**config.mk**
```make
export PLATFORM = sky130hd
export DESIGN_NAME = seg7_reader
export DESIGN_NICKNAME = d
export VERILOG_FILES = /design/src/rtl/seg7_pkg.sv /design/src/rtl/seg7_pat_decode.sv /design/src/rtl/seg7_reader.sv
export SDC_FILE = /design/constraint.sdc
export NUM_CORES = 1
export LEC_CHECK = 0
export BUFFER_PORTS_ARGS = -buffer_cell sky130_fd_sc_hd__buf_4
export CELL_PAD_IN_SITES_DETAIL_PLACEMENT = 1
export CELL_PAD_IN_SITES_GLOBAL_PLACEMENT = 2
export CORE_ASPECT_RATIO = 1.4
export CORE_MARGIN = 3
export CORE_UTILIZATION = 30
export CTS_CLUSTER_DIAMETER = 50
export DETAILED_ROUTE_END_ITERATION = 7
export PLACE_DENSITY = 0.79
export SETUP_SLACK_MARGIN = 0.3
export SLEW_MARGIN = 20
export SYNTH_ARGS = -nofsm -noshare
export SYNTH_HDL_FRONTEND = slang
export SYNTH_HIERARCHICAL = 1
export SYNTH_SLANG_ARGS = --single-unit
```
**constraint.sdc**
```tcl
create_clock -name clk -period 1.75 [get_ports clk]
set_clock_uncertainty 0.2 [all_clocks]
set_input_delay 0.2625 -clock clk [delete_from_list [all_inputs] [get_ports clk]]
set_output_delay 0.2625 -clock clk [all_outputs]
set_load 0.03 [all_outputs]
```
**src/rtl/seg7_pkg.sv**
```systemverilog
// Shared types and constants for the seven-segment word reader.
// Optional build macro: SEG7_READER_BLANK_EN (all-off pattern decodes as 0).
package seg7_pkg;

  typedef enum logic [1:0] {
    ST_IDLE    = 2'b00,
    ST_COLLECT = 2'b01,
    ST_HOLD    = 2'b10
  } state_t;

  typedef enum logic [1:0] {
    ERR_BAD_PAT = 2'b00,
    ERR_BAD_SEL = 2'b01,
    ERR_TIMEOUT = 2'b10,
    ERR_OVERRUN = 2'b11
  } err_t;

  // Active-low segment patterns, bit6=g .. bit0=a
  localparam logic [6:0] PAT_0     = 7'b1000000;
  localparam logic [6:0] PAT_1     = 7'b1111001;
  localparam logic [6:0] PAT_2     = 7'b0100100;
  localparam logic [6:0] PAT_3     = 7'b0110000;
  localparam logic [6:0] PAT_4     = 7'b0011001;
  localparam logic [6:0] PAT_5     = 7'b0010010;
  localparam logic [6:0] PAT_6     = 7'b0000010;
  localparam logic [6:0] PAT_7     = 7'b1111000;
  localparam logic [6:0] PAT_8     = 7'b0000000;
  localparam logic [6:0] PAT_9     = 7'b0010000;
  localparam logic [6:0] PAT_A     = 7'b0001000;
  localparam logic [6:0] PAT_B     = 7'b0000011;
  localparam logic [6:0] PAT_C     = 7'b1000110;
  localparam logic [6:0] PAT_D     = 7'b0100001;
  localparam logic [6:0] PAT_E     = 7'b0000110;
  localparam logic [6:0] PAT_F     = 7'b0001110;
  localparam logic [6:0] PAT_BLANK = 7'b1111111;

  function automatic logic is_onehot4(input logic [3:0] v);
    return (v != 4'd0) && ((v & (v - 4'd1)) == 4'd0);
  endfunction

endpackage

```
**src/rtl/seg7_pat_decode.sv**
```systemverilog
// Combinational seven-segment pattern to hex nibble decoder.
// Optional build macro: SEG7_READER_BLANK_EN (all-off pattern decodes as 0).
module seg7_pat_decode
  import seg7_pkg::*;
(
  input  logic [6:0] seg,
  output logic [3:0] nibble,
  output logic       valid
);

  // Map each legal pattern to its nibble; anything else is flagged invalid
  always_comb begin
    nibble = 4'h0;
    valid  = 1'b1;
    case (seg)
      PAT_0:     nibble = 4'h0;
      PAT_1:     nibble = 4'h1;
      PAT_2:     nibble = 4'h2;
      PAT_3:     nibble = 4'h3;
      PAT_4:     nibble = 4'h4;
      PAT_5:     nibble = 4'h5;
      PAT_6:     nibble = 4'h6;
      PAT_7:     nibble = 4'h7;
      PAT_8:     nibble = 4'h8;
      PAT_9:     nibble = 4'h9;
      PAT_A:     nibble = 4'hA;
      PAT_B:     nibble = 4'hB;
      PAT_C:     nibble = 4'hC;
      PAT_D:     nibble = 4'hD;
      PAT_E:     nibble = 4'hE;
      PAT_F:     nibble = 4'hF;
`ifdef SEG7_READER_BLANK_EN
      PAT_BLANK: nibble = 4'h0;
`endif
      default: begin
        nibble = 4'h0;
        valid  = 1'b0;
      end
    endcase
  end

endmodule

```
**src/rtl/seg7_reader.sv**
```systemverilog
// Reassembles a 16-bit word from strobed seven-segment digit samples and
// presents it with a valid/ready handshake; reports malformed strobes,
// inter-digit timeouts and overruns as one-cycle error pulses.
// Optional build macro: SEG7_READER_BLANK_EN (all-off pattern decodes as 0).
module seg7_reader
  import seg7_pkg::*;
#(
  parameter int unsigned TIMEOUT = 1000
) (
  input  logic        clk,
  input  logic        rst,
  input  logic [6:0]  seg_i,
  input  logic [3:0]  dig_sel_i,
  input  logic        seg_vld_i,
  input  logic        ready_i,
  output logic [15:0] hex_o,
  output logic        hex_vld_o,
  output logic        err_o,
  output logic [1:0]  err_code_o
);

  state_t      state;
  logic [3:0]  got;
  logic [15:0] cnt;

  logic [3:0]  dec_nib;
  logic        dec_vld;
  logic        sel_ok;
  logic        take;
  logic [3:0]  got_wr;
  logic [15:0] hex_wr;

  seg7_pat_decode u_dec (
    .seg    (seg_i),
    .nibble (dec_nib),
    .valid  (dec_vld)
  );

  // Strobe qualification and the word/mask as they would look after capture.
  // A strobe taken in HOLD (ready_i=1) starts a fresh word, so the mask base is empty.
  always_comb begin
    sel_ok = is_onehot4(dig_sel_i);
    take   = seg_vld_i && ((state != ST_HOLD) || ready_i);
    got_wr = ((state == ST_HOLD) ? 4'b0000 : got) | dig_sel_i;
    hex_wr = hex_o;
    for (int unsigned i = 0; i < 4; i++) begin
      if (dig_sel_i[i]) hex_wr[i*4 +: 4] = dec_nib;
    end
  end

  // Main control FSM with registered outputs; later assignments override the
  // handshake release so a strobe on the release cycle is handled in one step
  always_ff @(posedge clk or posedge rst) begin
    if (rst) begin
      state      <= ST_IDLE;
      got        <= '0;
      cnt        <= '0;
      hex_o      <= '0;
      hex_vld_o  <= 1'b0;
      err_o      <= 1'b0;
      err_code_o <= ERR_BAD_PAT;
    end else begin
      err_o <= 1'b0;
      if (state != ST_COLLECT) cnt <= '0;

      if ((state == ST_HOLD) && ready_i) begin
        hex_vld_o <= 1'b0;
        got       <= '0;
        state     <= ST_IDLE;
      end

      if (take) begin
        cnt <= '0;
        if (!sel_ok) begin
          err_o      <= 1'b1;
          err_code_o <= ERR_BAD_SEL;
          got        <= '0;
          state      <= ST_IDLE;
        end else if (!dec_vld) begin
          err_o      <= 1'b1;
          err_code_o <= ERR_BAD_PAT;
          got        <= '0;
          state      <= ST_IDLE;
        end else begin
          hex_o <= hex_wr;
          got   <= got_wr;
          if (got_wr == 4'b1111) begin
            state     <= ST_HOLD;
            hex_vld_o <= 1'b1;
          end else begin
            state <= ST_COLLECT;
          end
        end
      end else if ((state == ST_HOLD) && seg_vld_i) begin
        err_o      <= 1'b1;
        err_code_o <= ERR_OVERRUN;
      end else if (state == ST_COLLECT) begin
        if (cnt == 16'(TIMEOUT - 1)) begin
          err_o      <= 1'b1;
          err_code_o <= ERR_TIMEOUT;
          got        <= '0;
          cnt        <= '0;
          state      <= ST_IDLE;
        end else begin
          cnt <= cnt + 16'd1;
        end
      end
    end
  end

endmodule

```
Yosys cells after proc, flatten, opt, wreduce, memory -nomap -nowiden
Cells that the tools add are included.
{ "word_totals": {"memories": 0, "ramBits": 0, "romBits": 0, "register_bits": 42, "out_inout_bits": 20, "latch_bits": 0} }
{ "op_classes": {"multipliers": 0, "n_mux": 40, "n_reduce_logical": 16, "eq_ne": 22, "div_mod_pow": 0, "n_addsub": 2, "n_lt_le_gt_ge": 0, "shift": 0, "n_bitwise": 2} }
{ "op_table": {"columns": ["op", "count"], "rows": [
  ["2-to-1 mux 16 bit", 5],
  ["one-hot mux 4 bit (15 select lines)", 1],
  ["2-to-1 mux 4 bit", 8],
  ["equality test 7 bit, second input constant", 4],
  ["2-to-1 mux 2 bit", 14],
  ["equality test 7 x 5 -> 1 bit, second input constant", 3],
  ["equality test 7 x 6 -> 1 bit, second input constant", 3],
  ["adder 16 x 1 -> 16 bit, second input constant", 1],
  ["equality test 16 x 10 -> 1 bit, second input constant", 1],
  ["AND reduction 4 bit", 4],
  ["OR reduction 16 bit", 1],
  ["equality test 7 x 2 -> 1 bit, second input constant", 2],
  ["equality test 7 x 4 -> 1 bit, second input constant", 2],
  ["2-to-1 mux 1 bit", 12],
  ["equality test 7 x 3 -> 1 bit, second input constant", 1],
  ["zero test 7 bit", 1],
  ["nonzero test 3 bit", 2],
  ["bitwise AND 4 bit", 1],
  ["equality test 4 bit, second input constant", 1],
  ["logical AND 1 bit", 4],
  ["zero test 4 bit", 1],
  ["OR 4 bit", 1],
  ["nonzero test 4 bit", 1],
  ["subtractor 4 x 1 -> 4 bit, second input constant", 1],
  ["7 further kinds", 7]
]} }

Logic depth before layout (Yosys ltp)
{ "depth": {"depth_word": 8, "depth_mapped": 9, "depth_no_buf": 8} }

Hierarchy
Netlist, hierarchy kept.
{ "modules_own_cells": {"columns": ["mod", "instances", "area_per_inst_um2", "seq_area_each_um2", "cells_each"], "rows": [
  ["seg7_reader", 1, 1985.7, 1051.0, 172],
  ["seg7_pat_decode", 1, 364.1, 0.0, 56]
]} }

Worst setup path before layout
OpenSTA, ideal clock, no wires.
{ "synth_path": {"path_kind": "input-to-reg", "startpoint": "in seg_i[2]", "endpoint": "reg hex_o[10]", "path_slack_ps": -721, "arrival_time_ps": 2146, "cell_stages": 9, "setup_time_ps": 125, "required_ps": 1425, "n_path_buf": 1, "path_cell_list": "clkbuf_2 nor4bb_1 o21ai_1 o31ai_1 a31oi_1 o211ai_1 o211ai_2 nor3b_2 mux2_2"} }
{ "synth_between": {"elab_chain_len": 4, "word_cells_on_any_way": 20, "cone_classes": "eq/ne: 15; mux: 2; reduce/logical: 3"} }
{ "synth_lines": {"columns": ["element", "line_no", "rtl"], "rows": [
  ["from (decl)", "seg7_reader.sv:12", "input logic [6:0] seg_i,"],
  ["equality test 7 bit (tied with other cells)", "seg7_pat_decode.sv:15", "case (seg)"],
  ["OR reduction 16 bit (no source line) (*)", null, null],
  ["2-to-1 mux 1 bit (*)", "seg7_pat_decode.sv:15", null],
  ["via dec_vld", "seg7_reader.sv:27", "logic dec_vld;"],
  ["AND reduction 4 bit (no source line) (*)", null, null],
  ["to (signal assigned)", "seg7_reader.sv:85", "hex_o <= hex_wr;"],
  ["to (decl)", "seg7_reader.sv:16", "output logic [15:0] hex_o,"]
]} }
Mark *: on every way through the listed nets, which the timed path passes. The rest lies on a longest branch.
A chain may end at the register's enable or synchronous reset.

Final worst setup path
{ "layout_path": {"startpoint": "in seg_i[5]", "endpoint": "reg hex_o[0]"} }
Same word-level chain as after synthesis.

==> results.yml <==
final_layout:
  insertedDiodeCount: 0
  final-seq-area_mm2: 0.00105
  fillers: 833
  drive_above_1_share_pct: 59.5
  fin_nets: 361
  area_delta_synth_final_pct: 68.5
  multi_input_area_mm2: 0.00163
sta:
  grt_setup_unrepaired: "true"
  worstMarginPinSlew_ps: 538
  max_freq_mhz: 421
  max_slew_margin_pct: 63.7
  min_period_over_period_pct: 136
  post-route-min-period_ps: 2370
  setup_viol: 35
  hold_viol_final: 0
  slew_violations: 0
  layout_setup_ws_ps: -624
floorplanning:
  core_area_mm2: 0.00750
  dieArea_mm2: 0.00895
  die_x_um: 80.8
  die_height_um: 111
  pin_count: 35
  num_rows: 37
  start_util_pct: 31.3
critical_path:
  arrival_ps: 2370
  crit_type: "input pin to flop"
  required_ps: 1740
  reg2reg_slack_ps: -230
  crit_fanout: 8
  start_kind: "input pin"
  cp-end-kind: "flop"
clock_tree:
  insertion_delay_ps: 310
  numCtsBuffers: 5
  htreeDepth: 2
  tritoncts: "built"
  cts_root_buffer: "clkbuf_8"
  cts_buffer_depth: 2
  cts_sinks: 42
  clkTransAtPathRegs_ps: 80
grt:
  first_global_vias: 2441
  antenna_found_initial: 0
  grt.overflow.total: 0
  grt_max_degree: 43
  grt_pass1_wl_mm: 12.3
  grtUsageTotal_pct: 17.7
run:
  drv_cap: 0
synth:
  synth_ff_type: "dfrtp_1"
  synth-async-reset-ratio_pct: 100
  syn_inst: 228
  ys_seq_area_share_pct: 44.7
  ys_ff_latch: 42
  syn_avg_cell_area_um2: 10.3
  synth_area_mm2: 0.00235
  yosysWarnings: 6
  syn_nets: 244
  synth_edf_count: 0
  yosysUniqueCellTypes: 50
hold_path:
  hp-class: "input pin to flop"
drt:
  vias: 2293
  wl_per_cell_um: 18.9
  wirelength_mm: 8.37
  drc: 0
  drt_pass1_iterations: 4
  drt_iter0_markers: 88
  avgViaCountPerCell: 5.18
  ant_nets: 0
run_status:
  status: "finished with violations"
  violations: "negative setup slack"
placed_design:
  place.gp.congestion: 0.864
  dp_slack_ps: -1070
  dpl.hpwl_mm: 5.33
  portBuffers: 34
power_and_ir_drop:
  vdd_ir_drop_max_mv: 0.339
  power.total_mw: 2.10
  powerDensity_mw_per_mm2: 532
  leakage_nw: 1.81
[final timing paths]
| path | from | to | cells past startpoint |
|---|---|---|---|
| worst max-delay path | seg_i[5] | hex_o[0]$_DFFE_PP0P_ | 10 |
| worst min-delay path | seg_vld_i | err_o$_DFF_PP0_ | 3 |
| worst max register to register | state[1]$_DFF_PP0_ | state[0]$_DFF_PP0_ | 5 |
| worst min register to register | hex_o[2]$_DFFE_PP0P_ | hex_o[2]$_DFFE_PP0P_ | 1 |
| max in group asynchronous | rst | cnt[4]$_DFF_PP0_ | 4 |
| min in group asynchronous | rst | cnt[5]$_DFF_PP0_ | 4 |
[final cells by class]
| class | count | share of cell area, % |
|---|---|---|
| Multi-Input combinational cell | 171 | 41.1 |
| Sequential cell | 42 | 26.6 |
| Timing Repair Buffer | 121 | 26.5 |
| Tap cell | 97 | 3.07 |
| Clock buffer | 6 | 2.09 |
| Inverter | 4 | 0.379 |
| Clock inverter | 2 | 0.316 |
[report_power, final]
group,internal [mW],total (mW),switching (mW)
sequential,0.993,1.01,0.0174
clock,0.318,0.680,0.363
combinational,0.197,0.413,0.217
total,1.51,2.10,0.597
[registers in the layout (all words and copies together), names as in the netlist]
register / count
err_o: 1
hex_vld_o: 1
got: 4
cnt: 16
err_code_o: 2
hex_o: 16
state: 2
[cell usage after synthesis, types with 3 or more instances]
master / number / area, µm²
nor2_1: 21 / 78.8
nor4_1: 3 / 18.8
xor2_1: 10 / 87.6
nor2b_1: 5 / 31.3
nand3_1: 6 / 30.0
nor4b_1: 3 / 26.3
a211o_1: 4 / 35.0
a21oi_1: 11 / 55.1
buf_4: 3 / 22.5
nor3_1: 7 / 35.0
dfrtp_1: 42 / 1050
inv_1: 4 / 15.0
nand4_1: 10 / 62.6
o21ai_0: 12 / 60.1
mux2_2: 17 / 191
and4_1: 5 / 43.8
o21ai_1: 3 / 15.0
or3_1: 6 / 37.5
nor3b_2: 4 / 50.1
buf_6: 3 / 33.8
nand2_1: 10 / 37.5
[cells by family after synthesis]
family	Yosys count	share of synthesized area, %
AOI/OAI and AO/OA	47	13.1
and+or+nand+nor	95	24.9
xor gates and xnor gates	11	4.10
buffers and inverters	15	4.47
muxes	17	8.15
adders and majority gates	1	0.532
DFF	42	44.7
[worst max-delay path, cell delays in order]
cell,delay (ps)
buf_6,120
nand4_1,150
or3_4,370
a31oi_4,190
nor2b_4,60
o211ai_1,210
o211ai_4,240
nor3b_4,310
buf_6,160
mux2_4,290
[metal layers]
metal	wire (µm)	up-vias	GRT usage [%]
li1	-	1072	-
met1	3200	1167	20.5
met2	4740	42	32.6
met3	269	12	2.52
met4	157	0	5.30
met5	0	-	0
[layout by cell type, fill, tap and decap left out, types with 4 or more instances in the layout]
| master | netlist | routed |
|---|---|---|
| o21ai_0 | 12 | 10 |
| buf_4 | 3 | 90 |
| nor2_1 | 21 | 10 |
| dfrtp_1 | 42 | 41 |
| a211o_1 | 4 | 4 |
| nor3_1 | 7 | 4 |
| mux2_4 | 0 | 16 |
| nor3b_4 | 2 | 5 |
| nor2_4 | 0 | 7 |
| a21oi_1 | 11 | 9 |
| nor2_2 | 0 | 4 |
| o21ai_2 | 0 | 4 |
| buf_6 | 3 | 27 |
| nand2_1 | 10 | 6 |
| clkbuf_8 | 1 | 6 |
| xor2_1 | 10 | 7 |
| nand4_1 | 10 | 10 |
[repair_timing]
action                                 CTS  global route
resized for setup                       66            44
setup endpoints to repair               42            42
buffers inserted                        17            11
hold buffers                             1             0
endpoints found under the hold margin   42             0
pin swaps                               31            25
[metrics by stage]
stage	setup TNS [ps]	instance area [µm²]	instances	hold WS, ps	util, %
after global routing	-16530	3960	443	160	52.8
after global placement	-20120	3170	406	234	42.3
after CTS	-12290	3670	432	125	48.9
after detailed placement	-22100	3170	406	266	42.3
after floorplan	-12710	2480	228	237	-
final	-13470	3960	443	146	52.8
(Power assumes the default switching activity.)
